`config.mk`:
```
export PLATFORM = sky130hd
export DESIGN_NAME = seq_uart_tx
export DESIGN_NICKNAME = d
export VERILOG_FILES = /design/src/rtl/seq_uart_tx.sv
export SDC_FILE = /design/constraint.sdc
export NUM_CORES = 1
export LEC_CHECK = 0
export CORE_AREA = 2 2 84 94
export DETAILED_ROUTE_END_ITERATION = 16
export DIE_AREA = 0 0 86 96
export PLACE_DENSITY_LB_ADDON = 0.08
export SETUP_SLACK_MARGIN = 0.4
export SKIP_CTS_REPAIR_TIMING = 1
export SYNTH_ARGS = -nofsm -noshare
export SYNTH_HDL_FRONTEND = slang
export SYNTH_SLANG_ARGS = --single-unit
export TNS_END_PERCENT = 5
```
`constraint.sdc`:
```
create_clock -name clk -period 4.7 [get_ports clk]
set_input_delay 0.94 -clock clk [delete_from_list [all_inputs] [get_ports clk]]
set_output_delay 0.94 -clock clk [all_outputs]
set_load 0.02 [all_outputs]
```
`src/rtl/seq_uart_tx.sv`:
```
// seq_uart_tx: samples the selected sequence value on each rising edge of the
// divider output and queues it in a small FIFO. Each queued byte is sent as an
// 8N1 UART frame on tx (start bit, 8 data bits LSB first, stop bit).
// Consecutive frames are separated by exactly one idle clock.
module seq_uart_tx #(
  parameter int CLKS_PER_BIT = 434,
  parameter int FIFO_DEPTH   = 4
) (
  input  logic                          clk,
  input  logic                          rst_n,
  input  logic [7:0]                    sample_in,
  input  logic                          sample_tick,
  input  logic                          enable,
  input  logic                          clear,
  output logic                          tx,
  output logic                          busy,
  output logic [$clog2(FIFO_DEPTH):0]   fifo_level,
  output logic                          overflow
);

  localparam int PW = $clog2(FIFO_DEPTH);
  localparam int LW = PW + 1;
  localparam logic [15:0]   BAUD_LAST  = 16'(CLKS_PER_BIT - 1);
  localparam logic [LW-1:0] FULL_COUNT = LW'(FIFO_DEPTH);

  typedef enum logic [1:0] {
    ST_IDLE,
    ST_START,
    ST_DATA,
    ST_STOP
  } tx_state_e;

  // ---------------------------------------------------------------------------
  // Tick edge detection
  // ---------------------------------------------------------------------------
  logic tick_q;
  logic tick_qq;
  logic capture;

  // Two-stage history of the divider level; a 0->1 step marks a new sample.
  always_ff @(posedge clk or negedge rst_n) begin
    if (!rst_n) begin
      tick_q  <= 1'b0;
      tick_qq <= 1'b0;
    end else begin
      tick_q  <= sample_tick;
      tick_qq <= tick_q;
    end
  end

  // The sequence registers move on the tick edge itself, so one clock later
  // sample_in has settled and is safe to capture.
  assign capture = tick_q & ~tick_qq & enable;

  // ---------------------------------------------------------------------------
  // Sample FIFO
  // ---------------------------------------------------------------------------
  logic [7:0]    fifo_mem_q [FIFO_DEPTH];
  logic [PW-1:0] wr_ptr_q, wr_ptr_d;
  logic [PW-1:0] rd_ptr_q, rd_ptr_d;
  logic [LW-1:0] count_q,  count_d;
  logic          overflow_q, overflow_d;
  logic          fifo_full;
  logic          fifo_empty;
  logic          push;
  logic          pop;
  logic [7:0]    fifo_head;

  tx_state_e     state_q, state_d;

  assign fifo_full  = (count_q == FULL_COUNT);
  assign fifo_empty = (count_q == '0);
  assign fifo_head  = fifo_mem_q[rd_ptr_q];

  // Full/empty are judged on the pre-edge count: a sample arriving while full
  // is dropped even if a pop frees a slot on the same edge, and a sample
  // pushed into an empty FIFO is only visible to the transmitter next cycle.
  // clear wins over both push and pop.
  assign push = capture & ~fifo_full & ~clear;
  assign pop  = (state_q == ST_IDLE) & ~fifo_empty & ~clear;

  // Next-state for pointers, occupancy count and the sticky overflow flag.
  always_comb begin
    wr_ptr_d   = wr_ptr_q;
    rd_ptr_d   = rd_ptr_q;
    count_d    = count_q;
    overflow_d = overflow_q;
    if (clear) begin
      wr_ptr_d   = '0;
      rd_ptr_d   = '0;
      count_d    = '0;
      overflow_d = 1'b0;
    end else begin
      if (push) begin
        wr_ptr_d = PW'(wr_ptr_q + 1'b1);
      end
      if (pop) begin
        rd_ptr_d = PW'(rd_ptr_q + 1'b1);
      end
      case ({push, pop})
        2'b10:   count_d = LW'(count_q + 1'b1);
        2'b01:   count_d = LW'(count_q - 1'b1);
        default: count_d = count_q;
      endcase
      if (capture && fifo_full) begin
        overflow_d = 1'b1;
      end
    end
  end

  // FIFO control registers.
  always_ff @(posedge clk or negedge rst_n) begin
    if (!rst_n) begin
      wr_ptr_q   <= '0;
      rd_ptr_q   <= '0;
      count_q    <= '0;
      overflow_q <= 1'b0;
    end else begin
      wr_ptr_q   <= wr_ptr_d;
      rd_ptr_q   <= rd_ptr_d;
      count_q    <= count_d;
      overflow_q <= overflow_d;
    end
  end

  // FIFO storage; contents are only meaningful between the pointers, so no reset.
  always_ff @(posedge clk) begin
    if (push) begin
      fifo_mem_q[wr_ptr_q] <= sample_in;
    end
  end

  // ---------------------------------------------------------------------------
  // UART transmitter
  // ---------------------------------------------------------------------------
  logic [7:0]  shift_q, shift_d;
  logic [2:0]  bit_idx_q, bit_idx_d;
  logic [15:0] baud_cnt_q, baud_cnt_d;
  logic        tx_q, tx_d;

  // Frame sequencing; tx is registered so the line never glitches.
  always_comb begin
    state_d    = state_q;
    shift_d    = shift_q;
    bit_idx_d  = bit_idx_q;
    baud_cnt_d = baud_cnt_q;
    tx_d       = tx_q;
    case (state_q)
      ST_IDLE: begin
        tx_d = 1'b1;
        if (pop) begin
          state_d    = ST_START;
          shift_d    = fifo_head;
          bit_idx_d  = 3'd0;
          baud_cnt_d = 16'd0;
          tx_d       = 1'b0;
        end
      end
      ST_START: begin
        if (baud_cnt_q == BAUD_LAST) begin
          baud_cnt_d = 16'd0;
          state_d    = ST_DATA;
          tx_d       = shift_q[0];
        end else begin
          baud_cnt_d = baud_cnt_q + 16'd1;
        end
      end
      ST_DATA: begin
        if (baud_cnt_q == BAUD_LAST) begin
          baud_cnt_d = 16'd0;
          if (bit_idx_q == 3'd7) begin
            state_d = ST_STOP;
            tx_d    = 1'b1;
          end else begin
            bit_idx_d = 3'(bit_idx_q + 1'b1);
            tx_d      = shift_q[bit_idx_d];
          end
        end else begin
          baud_cnt_d = baud_cnt_q + 16'd1;
        end
      end
      ST_STOP: begin
        if (baud_cnt_q == BAUD_LAST) begin
          baud_cnt_d = 16'd0;
          state_d    = ST_IDLE;
          tx_d       = 1'b1;
        end else begin
          baud_cnt_d = baud_cnt_q + 16'd1;
        end
      end
      default: begin
        state_d = ST_IDLE;
        tx_d    = 1'b1;
      end
    endcase
  end

  // Transmitter FSM registers; reset forces the line idle immediately.
  always_ff @(posedge clk or negedge rst_n) begin
    if (!rst_n) begin
      state_q    <= ST_IDLE;
      shift_q    <= 8'd0;
      bit_idx_q  <= 3'd0;
      baud_cnt_q <= 16'd0;
      tx_q       <= 1'b1;
    end else begin
      state_q    <= state_d;
      shift_q    <= shift_d;
      bit_idx_q  <= bit_idx_d;
      baud_cnt_q <= baud_cnt_d;
      tx_q       <= tx_d;
    end
  end

  assign tx         = tx_q;
  assign busy       = (state_q != ST_IDLE);
  assign fifo_level = count_q;
  assign overflow   = overflow_q;

endmodule

```
==> impl_metrics.csv <==
group,metric,value,unit
routing,drt-initial-drc-count,69,
grt,first_global_vias,2177,
placement,detailedPlacementHpwl,4300,um
clocking,ctsLongestPathBuffers,2,
placement,globalplace.congestion,0.791,
floorplan,chipWidth,86,um
timing,final.hold.worst_slack,0.418,ns
final_layout,nNetsFinal,314,
clocking,cts_tree,"built",
placement,placement.setup.worst_slack,1.32,ns
power,p_comb_frac,0.307,
synth,synth-seq-cells,72,
timing,min_period_over_period,0.635,
power,total_power,0.00191,W
final_layout,utilization,0.543,
synth,post_synth_edffs,32,
power,vdd_drop_max,0.000307,V
final_layout,antenna-diode-count,0,
synth,synth_area,3530,um2
timing,final_hold_viol_count,0,
floorplan,io-pin-count,19,
routing,count_of_unresolved_drc_violations_after_routing,0,
power,clockPowerShare,0.261,
floorplan,floorplan.die_area,8260,um2
routing,vias,2211,
grt,grt_start_max_net_pins,41,
critical_path,crit_path_launch_type,"input pin",
status,status,"completed",
synth,synth_sequential_area_ratio,0.556,
clocking,clock_transition_at_the_registers_of_the_reported_paths,0.08,ns
timing,max-slew-margin-rel,0.403,
grt,track_usage,0.172,
critical_path,highest_net_fanout_along_the_worst_path,11,
synth,post_synth_inst_count,266,
floorplan,placementRows,33,
power,net-switching-power,0.000659,W
power,p_leak,1.50,nW
timing,rsz0062_at_grt,"false",
synth,synth_fp_nets,293,
floorplan,placeable_area,7310,um2
grt,grt.overflow.total,0,
flow_run,max_cap_violations,0,
routing,postRouteAntennaNets,0,
synth,synth_flop_cell,"dfrtp_1",
final_layout,drive_gt1_frac,0.164,
floorplan,start_util,0.483,
timing,setup-tns-final,0,ns
timing,fmax,335,MHz
routing,vias_per_cell,5.83,
timing,finalSetupViolCount,0,
timing,slew_violations,0,
power,power-per-cell-area,482,nW/um2
timing,layout_min_cycle_time,2.98,ns
floorplan,die_h,96,um
synth,synth_area_per_cell,13.3,um2
final_layout,area_growth,12.3,%
placement,portBuffers,18,
clocking,worst_skew_pair_latency,0.35,ns
timing,timing.clock.skew,0.0102,ns
synth,number_of_distinct_standard_cells_referenced_by_the_synthesized_netlist,53,
grt,antenna_violations_before_repair,0,
timing,layout_setup_ws,1.72,ns
synth,yosys_warnings,0,
critical_path,crit_path_end_kind,"flip-flop",
clocking,clk_root_buffer_cell,"clkbuf_8",
clocking,cts-buffers-inserted,9,
routing,postRouteWirelength,6390,um
routing,routed_wire_length_per_instance,16.8,um
power,seq_power_share,0.432,
synth,async_flop_share,0.556,
critical_path,worst-endpoint-required,4.93,ns
clocking,h-tree-depth,3,
timing,timing_worst_slew_pin_value,0.896,ns
final_layout,fillerInstances,645,
critical_path,cp_data_arrival_time,3.22,ns
routing,first_pass_iters,4,
grt,global_route_wire_length_before_repair,10700,um
power,power_report.internal_total,0.00125,W
clocking,clkSinkCount,72,
power,switching_share,0.345,
worst_hold_path,worst_min_delay_path_class,"reg -> reg",
critical_path,setup.worst_path.class,"in -> reg",
-- logic make-up (layout without fill, tap and decap cells) --
kind of cell	count (synthesis)	in the layout	synth area share
AND/OR/NAND/NOR	86	86	0.158
flip-flops	72	72	0.556
AO/OA/AOI/OAI	48	48	0.0932
multiplexers	25	25	0.107
buffers and inverters	17	43	0.0248
adder cells (fa/ha/maj)	14	14	0.0517
XOR/XNOR	4	4	0.00992
-- final cells by class --
| cell class | instances | area, um2 | area share |
|---|---|---|---|
| flip-flops and latches | 72 | 1960 | 0.495 |
| multi-input cells | 177 | 1480 | 0.374 |
| repair buffers | 18 | 175 | 0.0442 |
| clock buffers | 9 | 124 | 0.0312 |
| well taps | 87 | 109 | 0.0275 |
| clock inverters | 7 | 78.8 | 0.0199 |
| inverters | 9 | 33.8 | 0.00852 |
-- through the flow --
stage	area (um2)	std cells
floorplan	3530	266
global placement	3760	363
detailed placement	3760	363
CTS	3970	379
global route	3970	379
finish	3970	379
-- worst max-delay path, cell delays in order --
cell and delay (ns):
clkdlybuf4s50_1 0.73, inv_1 0.16, nand2_1 0.36, nor2_1 0.10, fa_1 0.39, mux2i_1 0.18, mux2_2 0.34
-- flip-flops by register name, summed over array words and instances, names as in the netlist --
| name | cells |
|---|---|
| baud_cnt_q | 16 |
| bit_idx_q | 3 |
| fifo_level | 3 |
| fifo_mem_q | 32 |
| overflow | 1 |
| rd_ptr_q | 2 |
| shift_q | 8 |
| state_q | 2 |
| tick_q | 1 |
| tick_qq | 1 |
| tx | 1 |
| wr_ptr_q | 2 |
-- cells in the final DEF (no fill, tap or decap), types with 4 or more instances in the layout --
cell,count
nand3_1,5
o31ai_1,6
clkdlybuf4s50_1,17
nor2_1,15
dfrtp_1,39
nor3_1,7
and2_1,4
mux4_2,9
mux2i_1,5
o21ai_0,9
inv_1,9
clkbuf_8,9
a22o_1,5
or4_1,6
edfxtp_1,32
ha_1,13
a21oi_1,13
nor4_1,4
and3_1,7
nor2b_1,4
nand2_1,11
mux2_2,11
-- cells in the mapped netlist, types with 3 or more instances --
library cell  number  share of area
a22o_1             5          0.012
mux4_2             9          0.057
nand2_1           11          0.012
mux2i_1            5          0.014
o21ai_0            9          0.013
nor3_1             7         0.0099
ha_1              13          0.046
clkbuf_1           4         0.0042
edfxtp_1          32           0.27
a21oi_1           13          0.018
a221o_1            3         0.0085
mux2_2            11          0.035
nor2_1            15          0.016
o31ai_1            6          0.013
nor4_1             4         0.0071
nand3_1            5         0.0071
nor2b_1            4         0.0071
inv_1              9         0.0096
and2_1             4         0.0071
and4_1             3         0.0074
or4_1              6          0.013
and3_1             7          0.012
buf_6              3         0.0096
dfrtp_1           39           0.28
a211oi_1           3         0.0064
-- power groups by stage --
stage / Combinational, W / Sequential, W / Clock (W)
after global placement: 0.000587 / 0.000839 / 0
after floorplan: 0.000468 / 0.000818 / 0
final: 0.000588 / 0.000826 / 0.000499
after detailed placement: 0.000590 / 0.000841 / 0
after CTS: 0.000594 / 0.000828 / 0.000512
after global routing: 0.000655 / 0.000839 / 0.000542
-- per-layer routing --
metal  GRT usage  vias to the layer above  wire [um]
met5           0                        -          0
met4      0.0794                        0        109
met3      0.0386                        7        187
met2       0.286                       34       3140
met1       0.215                     1103       2950
li1            -                     1067          -
-- final timing paths --
kind	start	end	slack [ns]	depth (start not counted)
min reg2reg	tick_q$_DFF_PN0_	tick_qq$_DFF_PN0_	0.42	0
max in group asynchronous	rst_n	wr_ptr_q[0]$_DFFE_PN0P_	3.42	1
max reg2reg	state_q[0]$_DFFE_PN0P_	fifo_level[2]$_DFFE_PN0P_	2.13	8
min	tick_q$_DFF_PN0_	tick_qq$_DFF_PN0_	0.42	0
min in group asynchronous	rst_n	baud_cnt_q[15]$_DFFE_PN0P_	0.71	1
max	clear	fifo_level[2]$_DFFE_PN0P_	1.72	7
Note: power is estimated with default switching activity, not from simulation.
==> RTL change (config.mk and constraints unchanged) <==
Set the parameter `CLKS_PER_BIT` to 325 (it was 434).
--- a/src/rtl/seq_uart_tx.sv
+++ b/src/rtl/seq_uart_tx.sv
@@ -3,7 +3,7 @@
 // 8N1 UART frame on tx (start bit, 8 data bits LSB first, stop bit).
 // Consecutive frames are separated by exactly one idle clock.
 module seq_uart_tx #(
-  parameter int CLKS_PER_BIT = 434,
+  parameter int CLKS_PER_BIT = 325,
   parameter int FIFO_DEPTH   = 4
 ) (
   input  logic                          clk,
Check against the original RTL: no difference found for any inputs over 10 cycles, from zero or initial values and one cycle with rst_n low; that may be too few to reach the edited logic, so the function may still have changed.
==> RTL change against the original RTL <==
Sequential share of layout area grew 1.3 points; cell area shrank 2.6%; routed wire length shrank 8.2%; global-route usage shrank 1.0 points; clock power grew 10%; cell count shrank 1.6%; area after synthesis shrank 4.0%; worst setup slack lost 420 ps; total power grew 6.1%; sequential cell count is the same; via count shrank 7.7%; register-to-register slack lost 240 ps.
==> RTL change: results (changes against the original RTL) <==
| Metric | Value |
|---|---|
| Outcome | complete, no violations |
| Top Registers | fifo_mem_q (32), baud_cnt_q (16), shift_q (8) |
| Clock skew | 9.49 ps (-0.721 ps) |
| Total leakage power | 1.48 nW (-1.3%) |
| Violation count after the first detailed-route iteration | 107 (+55%) |
| Peak VDD IR | 259 uV (-16%) |
| Root Driver | clkbuf_8 |
| CP max FO | 19 (+8) |
| Fin nets | 308 (-1.9%) |
| Most frequent cells after synthesis | dfrtp_1, edfxtp_1, nor2_1 |
| Syn Nets | 287 (-2.0%) |
| Share of cells above drive strength 1 | 0.147 (-0.0175) |
| Fill cells | 634 (-1.7%) |
| Seq/Total Area, Yosys | 0.579 (+0.0234) |
| Hold Path End | tick_qq$_DFF_PN0_ |
| RR Endpoint | fifo_level[2]$_DFFE_PN0P_ |
| Clk slew on worst S/H paths | 80 ps (about the same) |
| N_diodes | 0 (unchanged) |
| Synth cell types | 56 (+5.7%) |
| Vias/cell | 5.47 (-6.2%) |
| Worst-Margin Slew | 910 ps (+14.6 ps) |
| Hold Crit Depth | 0 (unchanged) |
| First-pass GRT wire length | 10100 um (-5.5%) |
| Port bufs | 18 (unchanged) |
| YS warnings | 0 (unchanged) |
| M2 GR Usage | 0.274 (-0.0123) |
| GRT Total Usage | 0.162 (-0.0104) |
| Biggest cell delay along the critical path | 790 ps (+60 ps) |
| GR Util met1 | 0.202 (-0.0129) |
| Synth area leaders | dfrtp_1, edfxtp_1, mux4_2, ha_1, mux2_2 |
| GR Util met3 | 0.0317 (-0.00686) |
| WHS | 385 ps (-32.5 ps) |
| Drt first pass iters | 4 (unchanged) |
| Number of global-route vias before repair | 2050 (-5.8%) |
| Pin count of the biggest net entering global routing | 41 (unchanged) |
| WP data arrival | 3680 ps (+460 ps) |
| WL/cell | 15.7 um (-6.7%) |
| GPL Wtd Cong | 0.778 (-1.6%) |
| ANT nets after route | 0 (unchanged) |
| Hold WC Path Type | reg2reg |
| Antenna violations before repair | 0 (unchanged) |
| Hpwl dp | 3950 um (-8.3%) |
| Overflow after GRT | 0 (unchanged) |
| Flop2flop setup slack | 1890 ps (-240 ps) |
## RTL change: cells by family (layout without fill, tap and decap cells)
logic type / after synthesis / in the layout / share of synthesized area
xor+xnor: 13 / 13 / 0.0336
simple gates: 87 / 87 / 0.141
compound gates: 32 / 32 / 0.0687
buf+inv: 19 / 45 / 0.0229
flops: 72 / 72 / 0.579
fa+ha+maj: 14 / 14 / 0.0539
mux: 23 / 23 / 0.101
## RTL change: through the flow
stage	cell area, um2	setup WS [ps]	util	instances
2_1_floorplan	3390	2050	-	260
3_3_place_gp	3640	1000	0.498	357
3_5_place_dp	3640	949	0.498	357
4_1_cts	3860	1300	0.529	373
5_1_grt	3860	1040	0.529	373
6_report	3860	1300	0.529	373
## RTL change: power by group
part | switching (mW) | internal [mW]
Sequential | 0.107 | 0.752
Combinational | 0.334 | 0.287
Clock | 0.245 | 0.304
Total | 0.686 | 1.34
## RTL change: worst max-delay path by stage
stage	start	to	slack (ps)
finish	clear	fifo_level[2]$_DFFE_PN0P_	1300
global route	clear	fifo_level[2]$_DFFE_PN0P_	1040
CTS	clear	fifo_level[2]$_DFFE_PN0P_	1300
detailed placement	clear	fifo_level[2]$_DFFE_PN0P_	950
global placement	clear	fifo_level[2]$_DFFE_PN0P_	1000
floorplan	enable	fifo_level[2]$_DFFE_PN0P_	2050
## RTL change: area by class of cell
class	instances	area [um2]	share of cell area
sequential	72	1960	0.508
multi-input combinational	169	1350	0.349
timing repair buffer	18	175	0.0453
clock buffer	9	124	0.0321
tap	87	109	0.0282
clock inverter	7	103	0.0266
inverter	11	41.3	0.0107
## RTL change: critical path, delay by kind of cell
| family | cells | cell delay (ps) |
|---|---|---|
| adder cells (fa/ha/maj) | 1 | 400 |
| buffers and inverters | 1 | 790 |
| AND/OR/NAND/NOR | 2 | 520 |
| AO/OA/AOI/OAI | 3 | 1020 |
## RTL change: metal layers
layer  up-vias  part of all wire
met3         8             0.024
met5         -                 0
li1       1011                 -
met4         0             0.016
met2        20              0.49
met1      1002              0.47
